## src/rtl/expression_pipe.sv

```systemverilog
// Multi-lane arithmetic/logic evaluator with per-lane accumulators, computed in
// the first stage and carried through an elastic valid/ready pipeline.
module expression_pipe #(
    parameter int                   W           = 6,
    parameter int                   NCH         = 6,
    parameter logic [NCH-1:0]       SIGNED_MASK = 6'b111000,
    parameter int                   DEPTH       = 2
) (
    input  logic                    clk,
    input  logic                    reset,
    input  logic                    in_valid,
    output logic                    in_ready,
    input  logic [2:0]              op,
    input  logic [NCH*W-1:0]        a,
    input  logic [NCH*W-1:0]        b,
    output logic                    out_valid,
    input  logic                    out_ready,
    output logic [NCH*W-1:0]        y,
    output logic [NCH-1:0]          ovf
);
    localparam int SW = $clog2(W);

    localparam logic [2:0] OP_ADD = 3'd0;
    localparam logic [2:0] OP_SUB = 3'd1;
    localparam logic [2:0] OP_MUL = 3'd2;
    localparam logic [2:0] OP_SHL = 3'd3;
    localparam logic [2:0] OP_SHR = 3'd4;
    localparam logic [2:0] OP_CMP = 3'd5;
    localparam logic [2:0] OP_XNR = 3'd6;
    localparam logic [2:0] OP_ACC = 3'd7;

    // Two's-complement overflow of x+y from the operand and result sign bits.
    function automatic logic add_sovf(input logic sx, input logic sy, input logic sr);
        return (sx == sy) && (sr != sx);
    endfunction

    logic [W-1:0]       r_acc [NCH];
    logic [DEPTH-1:0]   r_vld;
    logic [NCH*W-1:0]   r_y   [DEPTH];
    logic [NCH-1:0]     r_ovf [DEPTH];

    logic [DEPTH-1:0]   w_take;
    logic               w_fire;
    logic [NCH*W-1:0]   w_y;
    logic [NCH*W-1:0]   w_accn;
    logic [NCH-1:0]     w_ovf_v;

    genvar gi;
    generate
        for (gi = 0; gi < NCH; gi++) begin : g_lane
            localparam bit LS = SIGNED_MASK[gi];
            logic [W-1:0]   w_a, w_b, w_acc, w_res;
            logic [W:0]     w_sum, w_dif, w_asum;
            logic [2*W-1:0] w_ea, w_eb, w_prod;
            logic [31:0]    w_sh;
            logic           w_big, w_ge, w_ovf;

            assign w_a    = a[gi*W +: W];
            assign w_b    = b[gi*W +: W];
            assign w_acc  = r_acc[gi];
            assign w_sum  = {1'b0, w_a} + {1'b0, w_b};
            assign w_dif  = {1'b0, w_a} - {1'b0, w_b};
            assign w_asum = {1'b0, w_acc} + {1'b0, w_a};
            // Low 2W bits of the product of extended operands equal the true product mod 2^2W.
            assign w_ea   = LS ? {{W{w_a[W-1]}}, w_a} : {{W{1'b0}}, w_a};
            assign w_eb   = LS ? {{W{w_b[W-1]}}, w_b} : {{W{1'b0}}, w_b};
            assign w_prod = w_ea * w_eb;
            assign w_sh   = 32'(w_b[SW-1:0]);
            assign w_big  = (w_sh >= 32'(W));
            assign w_ge   = LS ? ($signed(w_a) >= $signed(w_b)) : (w_a >= w_b);

            // Per-lane result and overflow for the current operation.
            always_comb begin
                w_res = '0;
                w_ovf = 1'b0;
                case (op)
                    OP_ADD: begin
                        w_res = w_sum[W-1:0];
                        w_ovf = LS ? add_sovf(w_a[W-1], w_b[W-1], w_sum[W-1]) : w_sum[W];
                    end
                    OP_SUB: begin
                        w_res = w_dif[W-1:0];
                        w_ovf = LS ? add_sovf(w_a[W-1], ~w_b[W-1], w_dif[W-1]) : w_dif[W];
                    end
                    OP_MUL: begin
                        w_res = w_prod[W-1:0];
                        w_ovf = LS ? (w_prod[2*W-1:W] != {W{w_prod[W-1]}}) : (|w_prod[2*W-1:W]);
                    end
                    OP_SHL: begin
                        if (w_big) w_res = '0;
                        else       w_res = w_a << w_sh;
                    end
                    OP_SHR: begin
                        if (w_big)   w_res = LS ? {W{w_a[W-1]}} : {W{1'b0}};
                        else if (LS) w_res = $signed(w_a) >>> w_sh;
                        else         w_res = w_a >> w_sh;
                    end
                    OP_CMP: w_res = {{(W-1){1'b0}}, w_ge};
                    OP_XNR: w_res = {{(W-1){1'b0}}, ~^(w_a ^ w_b)};
                    OP_ACC: begin
                        w_res = w_asum[W-1:0];
                        w_ovf = LS ? add_sovf(w_acc[W-1], w_a[W-1], w_asum[W-1]) : w_asum[W];
                    end
                    default: begin
                        w_res = '0;
                        w_ovf = 1'b0;
                    end
                endcase
            end

            assign w_y[gi*W +: W]    = w_res;
            assign w_accn[gi*W +: W] = w_asum[W-1:0];
            assign w_ovf_v[gi]       = w_ovf;
        end

        // A stage can load whenever some stage at or after it is empty, or the output drains.
        for (gi = 0; gi < DEPTH; gi++) begin : g_take
            assign w_take[gi] = out_ready || !(&r_vld[DEPTH-1:gi]);
        end
    endgenerate

    assign in_ready  = w_take[0];
    assign w_fire    = in_valid && in_ready;
    assign out_valid = r_vld[DEPTH-1];
    assign y         = r_y[DEPTH-1];
    assign ovf       = r_ovf[DEPTH-1];

    // Accumulators update on the accept edge so back-to-back ACCs chain.
    always_ff @(posedge clk) begin
        if (reset) begin
            for (int j = 0; j < NCH; j++) r_acc[j] <= '0;
        end else if (w_fire && (op == OP_ACC)) begin
            for (int j = 0; j < NCH; j++) r_acc[j] <= w_accn[j*W +: W];
        end
    end

    // Elastic pipeline: each stage loads from its predecessor when allowed to advance.
    always_ff @(posedge clk) begin
        if (reset) begin
            r_vld <= '0;
            for (int k = 0; k < DEPTH; k++) begin
                r_y[k]   <= '0;
                r_ovf[k] <= '0;
            end
        end else begin
            if (w_take[0]) begin
                r_vld[0] <= w_fire;
                r_y[0]   <= w_y;
                r_ovf[0] <= w_ovf_v;
            end
            for (int k = 1; k < DEPTH; k++) begin
                if (w_take[k]) begin
                    r_vld[k] <= r_vld[k-1];
                    r_y[k]   <= r_y[k-1];
                    r_ovf[k] <= r_ovf[k-1];
                end
            end
        end
    end
endmodule

```

## config.mk

```make
export PLATFORM = sky130hd
export DESIGN_NAME = expression_pipe
export DESIGN_NICKNAME = d
export VERILOG_FILES = /design/src/rtl/expression_pipe.sv
export SDC_FILE = /design/constraint.sdc
export NUM_CORES = 1
export LEC_CHECK = 0
export ABC_CLOCK_PERIOD_IN_PS = 8300
export CORE_MARGIN = 10
export CORE_UTILIZATION = 50
export DETAILED_ROUTE_END_ITERATION = 8
export PLACE_DENSITY = 0.76
export RECOVER_POWER = 50
export SETUP_SLACK_MARGIN = 0.2
export SKIP_LAST_GASP = 1
export SLEW_MARGIN = 40
export SYNTH_ARGS = -nofsm -noshare
export SYNTH_HDL_FRONTEND = slang
export SYNTH_SLANG_ARGS = --single-unit
```

## constraint.sdc

```tcl
create_clock -name clk -period 8.3 [get_ports clk]
set_clock_uncertainty 0.1 [all_clocks]
set_input_delay 0.83 -clock clk [delete_from_list [all_inputs] [get_ports clk]]
set_output_delay 0.83 -clock clk [all_outputs]
set_load 0.05 [all_outputs]
```

# After elaboration in Yosys (flattened, before gate mapping)
# Memory sizes are Yosys's and may differ from the RTL's.
# Index checks and enable logic that the tools add are counted.
# op_classes
add_sub_neg	18
n_mul	6
n_div	0
magnitude_cmp	12
eq_ne	28
shifts	12
n_mux	45
n_bitwise	19
reduce_logical	26
# ops
op	count
6-bit case mux with 8 select lines	6
6-bit two-way mux	20
6-bit by 6-bit multiplier with 12-bit output	6
36-bit two-way mux	2
6-bit by 6-bit adder with 7-bit output	6
6-bit adder	6
6-bit >= comparator	6
6-bit XNOR reduction	6
6-bit by 3-bit left shift with 6-bit output	6
6-bit XOR	6
1-bit case mux with 4 select lines	6
6-bit by 6-bit subtractor with 7-bit output	3
3-bit >= comparator, second input constant	6
6-bit inequality test	3
6-bit OR reduction	3
6-bit by 3-bit >> shifter with 6-bit output	3
6-bit by 3-bit >>> shifter with 6-bit output	3
6-bit subtractor	3
3-bit == test, second input constant	4
1-bit logical AND	11
1-bit two-way mux	11
1-bit bitwise OR	10
1-bit == test	9
1-bit inequality test	9
other kinds (7)	12
# totals
register_bits	2
latch_bits	0
ramBits	120
romBits	0
in_bits	79
word_cells	171
mem_count	3
# mem_list
name	depth	width	read_ports	rd_ports_with_merged_regs	wr	line_no	source
r_y	2	36	2	0	2	39	logic [NCH*W-1:0] r_y [DEPTH];
r_acc	6	6	6	0	6	37	logic [W-1:0] r_acc [NCH];
r_ovf	2	6	2	0	2	40	logic [NCH-1:0] r_ovf [DEPTH];

# Logic depth before layout (Yosys ltp)
# Gate-level depths: netlist of the first run.
# depth
depth_word	9
mapped_depth	18
depth_no_buf	17

# Worst setup path after synthesis of the first run
# Ideal clock, no wire load.
# synth_timing
path_type	input -> register
start	input b[31]
end	memory r_ovf[0][5] (data pin)
arrival_ns	5.320
required_ns	7.914
slack_ns	2.593
cell_stages	17
path_buffers	2
path_cell_list	clkbuf_1 > clkbuf_1 > and2_1 > fa_1 > inv_1 > fa_1 > inv_1 > fa_1 > fa_1 > fa_1 > a211oi_2 > nor2_1 > xor2_1 > or4_1 > a2111o_1 > o311ai_1 > a41oi_1
# synth_lines
item	line_no	source
start: declaration	15	input logic [NCH*W-1:0] b,
end: declaration	40	

==> results of run 1 <==
==> power groups by stage <==
stage / Clock, mW / Sequential, mW / Combinational [mW]
3_3_place_gp: 0 / 0.754 / 1.75
4_1_cts: 0.805 / 0.743 / 1.84
2_1_floorplan: 0 / 0.749 / 1.37
3_5_place_dp: 0 / 0.755 / 1.82
6_report: 0.800 / 0.742 / 1.84
5_1_grt: 0.833 / 0.746 / 2.07
==> path summary, 6_finish.rpt <==
kind                            startpoint           to
worst max-delay path                 a[35]  r_ovf[0][5]
worst min-delay path             r_y[0][2]   r_y[0][38]
worst max register to register    r_vld[1]  r_acc[4][5]
worst min register to register   r_y[0][2]   r_y[0][38]
==> per-layer routing <==
| metal | GRT usage | vias to the layer above | routed length, µm |
|---|---|---|---|
| met4 | 0.0681 | 2 | 1320 |
| met1 | 0.330 | 7856 | 24400 |
| met3 | 0.0355 | 79 | 4140 |
| met2 | 0.402 | 662 | 27100 |
| met5 | 0 | - | 12 |
| li1 | - | 7496 | - |
==> per-stage QoR <==
step / util / setup WS [ns] / cell area, µm²
2_1_floorplan: - / 2.59 / 18900
3_3_place_gp: 0.539 / 1.69 / 20200
3_5_place_dp: 0.540 / 1.52 / 20200
4_1_cts: 0.556 / 1.97 / 20800
5_1_grt: 0.555 / 1.71 / 20800
6_report: 0.555 / 1.91 / 20800
==> worst register-to-register path: cells and delay by family, from the launching register on <==
kind                   cells  cell delay, ns
AO/OA/AOI/OAI              1            0.64
buffers and inverters      1            1.43
flip-flops                 1            0.30
AND/OR/NAND/NOR            3            1.32
==> layout make-up <==
cell class | instances | area (µm²)
well taps | 511 | 639
fillers | 3419 | 16700
multi-input cells | 1647 | 13600
clock buffers | 25 | 475
flip-flops and latches | 122 | 3640
clock inverters | 7 | 139
repair buffers | 138 | 1320
inverters | 269 | 1010
==> state kept, by name, summed over array words and instances, names as in the netlist <==
| name | flops |
|---|---|
| r_acc | 36 |
| r_ovf | 12 |
| r_y | 72 |
| r_vld | 2 |
==> cell usage after synthesis, types with 16 or more instances <==
cell / instances
nor2b_1: 24
xor2_1: 34
a31oi_1: 31
nand2_1: 153
ha_1: 243
and2_1: 101
o21ai_0: 100
a21oi_1: 155
o21a_1: 17
nand2b_1: 16
a211oi_1: 20
nand3_1: 24
edfxtp_1: 120
mux2i_1: 19
clkbuf_1: 69
a21o_1: 29
inv_1: 264
nor2_1: 206
fa_1: 147
o22ai_1: 23
xnor2_1: 82
buf_4: 44
nor3_1: 19
a221oi_1: 25
==> cells by family after synthesis <==
kind of cell | after synthesis | synth area share
xor+xnor | 116 | 0.0539
flops | 122 | 0.193
fa+ha+maj | 390 | 0.317
buf+inv | 399 | 0.0888
simple gates | 604 | 0.151
mux | 37 | 0.0286
compound gates | 500 | 0.167
==> metrics.md, run 1 <==
| Metric | Value |
|---|---|
| Row count | 71 |
| # IOs | roughly 120 |
| Crit path launch type | input port |
| Final nets | 2664 |
| Crit path kind | in -> reg |
| Vias | 16100 |
| Mean Syn Cell Area | 8.70 µm² |
| Vias/cell | 5.92 |
| Setup tns final | 0 ns |
| Count of flip-flops with a built-in enable after synthesis | 120 |
| Async S/R FF share, synth | 0 |
| Drc violations | 0 |
| Clock root cell | clkbuf_16 |
| Global-route usage over all layers | 0.245 |
| Gr ovfl total | 0 |
| I/O Buffers | 122 |
| Placer Congestion | ~0.96 |
| CTS Buf Count | 17 |
| Critical Path Sink Type | register |
| Area contributors post-synth | edfxtp_1 (19%), ha_1 (16%), fa_1 (16%), inv_1 (5.3%), a21oi_1 (4.1%) |
| Initial antenna violation count | 2 |
| Final hold viol count | 0 |
| N_diodes | 0 |
| Worst path max stage delay | 0.79 ns |
| Seq pwr share | 0.219 |
| H-tree levels | 4 |
| CP max stage cell | clkdlybuf4s50_1 |
| Setup violators final | 0 |
| Clock-pin slew on the worst setup and hold paths | 0.06 ns |
| Synth Flop Type | edfxtp_1 |
| Crit path cell chain | clkdlybuf4s50_1 > nand2_1 > inv_1 > fa_1 > inv_1 > fa_1 > inv_1 > fa_1 > fa_1 > fa_1 > a211oi_2 > nor2_1 > xor2_1 > or4_1 > a2111o_1 > o311ai_1 > a41oi_1 |
| CP max FO | 18 |
| Hold WC Path Type | reg -> reg |
| First-pass DRT Iterations | 5 |
| Pins Over Slew Limit | 79 |
| Leak | 9.51 nW |
| Seq/Total Area, Yosys | 0.193 |
| TritonCTS clock tree | done |
| Most frequent CP cell | fa_1 |
| Status | finished, violations left |
| Crit path max-delay family | adder cells |
| Die Area | 0.0459 mm² |
| Count of cell types in the netlist | 75 |
| Total Power | 3.38 mW |
| Core area | 0.0375 mm² |
| Yosys top cell by area | edfxtp_1 |
| Final worst-path cycle share | 0.770 |
| Post-synth top area share | 0.191 |
| VDD IR max | 0.000149 V |
| Comb power frac | 0.544 |
| Die span in x | 214 µm |
| Slew @ Worst Pin | 2.36 ns |
| Clock power share | 0.236 |
| Final Critical Period | 6.39 ns |
| Worst hold stages | 1 |
| NetSw | ~1.4 mW |
| Most common cell after layout, fill and taps aside | inv_1 |
| Post-DP HPWL | 43400 µm |
| WP depth | 17 |
| Layout area overhead | 10.4% |
| Net Count, Synth | 2637 |
| WP data required | 8.35 ns |
| Max Clk Rate | ~0.16 GHz |
| Drt wl/cell | 21.0 µm |
| Syn. warnings | 0 |
| Largest net degree at the start of global routing | 47 |
| FF-to-FF setup slack | 4.34 ns |
| Failing checks | capacitance limit, slew limit |
| Clock Latency Late Sink | 0.44 ns |
| Die span in y | ~210 µm |
| Cells after Synth | 2168 |
| Buf/Inv on CP | 4 |
| P_int | 2.00 mW |
| Non-Filler Instances | 2719 |
| Post-CTS Setup Repair Bufs | 0 |
| Net Sw Frac | 0.408 |
| CTS Buffer Depth | 2 |
| Worst Reg-to-Reg Cells | 5 |
| Synthesized area | 0.0189 mm² |
| RSZ-0062 raised after global routing | false |
| Max cap viols | 2 |
| First-pass GRT wire length | ~90000 µm |
| Share of layout cells above drive strength 1 | 0.0344 |
| Hold Slack | 0.415 ns |
| Post-CTS sizing | 0 |
| Post-synthesis register bit count | 122 |
| Worst path arrival time | 6.44 ns |
| Vias in the first global route | 16100 |
| Starting Density | 0.503 |
| Most frequent cells in the layout | inv_1 (264), ha_1 (243), nor2_1 (201) |
| Detailed Route Iter0 Violations | 1488 |
| Placed cells | 2687 |
| Antenna viol nets, final | 0 |
| Routed wire length | 57000 µm |
| Clock Sinks | 122 |
| CTS Hold Bufs | 0 |
| Headroom to the max-slew limit | -0.572 |
| Cell Pwr Density | approximately 160 mW/mm² |
No activity file was read; power rests on OpenSTA's default activity.
==> run 2: changes to the inputs <==
Settings changed: ABC_CLOCK_PERIOD_IN_PS 8300 to 6300.
Clock period 8.3 ns to 6.3 ns, I/O delays scaled along.
==> metrics.md, run 2 (synthesis results as in run 1) <==
| Metric | Value |
|---|---|
| VDD IR max | slightly below 0.0002 V |
| # IOs | roughly 120 |
| Crit path cell chain | clkdlybuf4s50_1 > inv_1 > nand2_1 > fa_1 > fa_1 > inv_1 > fa_1 > fa_1 > fa_1 > a211oi_2 > nor2_1 > xor2_1 > or4_1 > a2111o_1 > o311ai_1 > a41oi_1 |
| Detailed Route Iter0 Violations | 1830 |
| Hold Slack | around 0.42 ns |
| TritonCTS clock tree | done |
| RSZ-0062 raised after global routing | false |
| Starting Density | 0.503 |
| Max reg flops | 72 |
| CTS Buf Count | 17 |
| Max Clk Rate | 0.180 GHz |
| Setup violators final | 0 |
| Die span in y | 214 µm |
| Fillers | 3335 |
| FF-to-FF setup slack | 2.71 ns |
| Final nets | 2708 |
| Worst Reg-to-Reg Cells | 5 |
| Row count | 71 |
| Worst path arrival time | between 5 and 6 ns |
| First-pass GRT wire length | 90300 µm |
| Status | finished, violations left |
| Die span in x | 214 µm |
| Leak | 9.73 nW |
| Clock Latency Late Sink | 0.43 ns |
| WP data required | 6.36 ns |
| Registers with the most flip-flops | r_y x72, r_acc x36, r_ovf x12 |
| Crit path launch type | input port |
| Gr ovfl total | 0 |
| Hold WC Path Type | reg -> reg |
| Critical Path Sink Type | register |
| Routed wire length | 56500 µm |
| Layout area overhead | 12.2% |
| Most common cell after layout, fill and taps aside | inv_1 |
| Core area | 0.0375 mm² |
| CP max stage cell | fa_1 |
| Global-route usage over all layers | 0.242 |
| Clock Sinks | 122 |
| Initial antenna violation count | 3 |
| Worst hold stages | 1 |
| Seq pwr share | 0.216 |
| Post-DP HPWL | 44000 µm |
| Total Power | 4.51 mW |
| Beginning of the worst register-to-register path | r_vld[1] |
| I/O Buffers | 122 |
| P_int | 2.68 mW |
| Die Area | 0.0459 mm² |
| Largest net degree at the start of global routing | between 40 and 50 |
| Clock root cell | clkbuf_16 |
| Comb power frac | 0.542 |
| Top reg by flops | r_y |
| Vias/cell | 5.98 |
| Net Sw Frac | 0.407 |
| Failing checks | capacitance limit, slew limit |
| Antenna viol nets, final | 0 |
| Pre-CTS WS | approximately 0.32 ns |
| Pins Over Slew Limit | 42 |
| CTS Hold Bufs | 0 |
| Clock power share | 0.242 |
| Drc violations | 0 |
| Post-CTS sizing | 0 |
| Vias | 16500 |
| Share of layout cells above drive strength 1 | 0.0546 |
| Headroom to the max-slew limit | -0.152 |
| Setup tns final | 0 ns |
| Hold path endpoint | r_y[0][56] |
| Cell Pwr Density | about 210 mW/mm² |
| First-pass DRT Iterations | 6 |
| CTS Buffer Depth | 2 |
| Crit path kind | in -> reg |
| CP max FO | 6 |
| H-tree levels | 4 |
| Vias in the first global route | 16600 |
| Most frequent cells in the layout | inv_1 (264), ha_1 (243), nor2_1 (202) |
| Fin worst setup slack | 0.748 ns |
| Placer Congestion | 0.973 |
| FF-to-FF End | r_y[0][21] |
| Final hold viol count | 0 |
| Drt wl/cell | 20.4 µm |
| Crit path max-delay family | adder cells |
| Slew @ Worst Pin | 1.73 ns |
| Final worst-path cycle share | 0.881 |
| Buf/Inv on CP | 3 |
| Max cap viols | 2 |
| Clock-pin slew on the worst setup and hold paths | 0.06 ns |
| Final Critical Period | ~5.6 ns |
| NetSw | between 1.5 and 2 mW |
| Most frequent CP cell | fa_1 |
| Worst path max stage delay | 0.58 ns |
| Post-CTS Setup Repair Bufs | 0 |
| N_diodes | 0 |
| Hold Path Origin | r_y[0][20] |
-- run 2: changes by cell type in the layout (fill, tap and decap cells not counted), sizes merged --
| cell | change |
|---|---|
| clkdlybuf4s50 | +2 |
| dlygate4sd3 | -2 |
| clkbuf | -9 |
| bufinv | +1 |
| buf | +45 |
| clkinv | +7 |
-- run 2: worst reg2reg max path, cell delays in order, from the launching register on --
cell      delay [ns]
dfxtp_1         0.30
nor2b_1         0.17
a21oi_1         1.27
clkbuf_1        1.13
o21ai_0         0.24
a21oi_1         0.23
-- run 2: cell type report --
class                           instances  area (µm²)  area share
Multi-Input combinational cell       1647       13600       0.641
Sequential cell                       122        3640       0.172
Inverter                              269        1010      0.0477
Clock buffer                           17         425      0.0201
Clock inverter                         15         223      0.0105
Tap cell                              511         639      0.0302
Timing Repair Buffer                  182        1650      0.0781
-- run 2: power groups by stage --
stage	Clock [mW]	Sequential, mW	Combinational, mW
2_1_floorplan	0	0.987	1.81
3_3_place_gp	0	0.993	2.33
3_5_place_dp	0	0.994	2.41
4_1_cts	1.10	0.978	2.43
5_1_grt	1.14	0.982	2.74
6_report	1.09	0.977	2.44
-- run 2: routing by layer --
metal | vias to the layer above | share of wire | global-route usage
met1 | 7963 | 0.40 | 0.308
met3 | 149 | 0.099 | 0.0581
li1 | 7591 | - | -
met4 | 6 | 0.034 | 0.0782
met2 | 820 | 0.46 | 0.396
met5 | - | 0.00081 | 0
-- run 2: stage by stage --
step,instance area (µm²),util,instances
final,21200,0.565,2763
after global routing,21200,0.565,2763
after CTS,21200,0.565,2763
after detailed placement,20500,0.548,2731
after global placement,20500,0.547,2731
after floorplan,18900,-,2168
-- run 2: worst max path at each step --
stage,from,end,slack [ns],cells after the start
finish,a[30],r_ovf[0][5],0.75,16
global route,a[30],r_ovf[0][5],0.53,16
CTS,a[30],r_ovf[0][5],0.73,16
global placement,a[30],r_ovf[0][5],0.37,16
detailed placement,a[30],r_ovf[0][5],0.32,16
floorplan,b[31],r_ovf[0][5],0.79,17
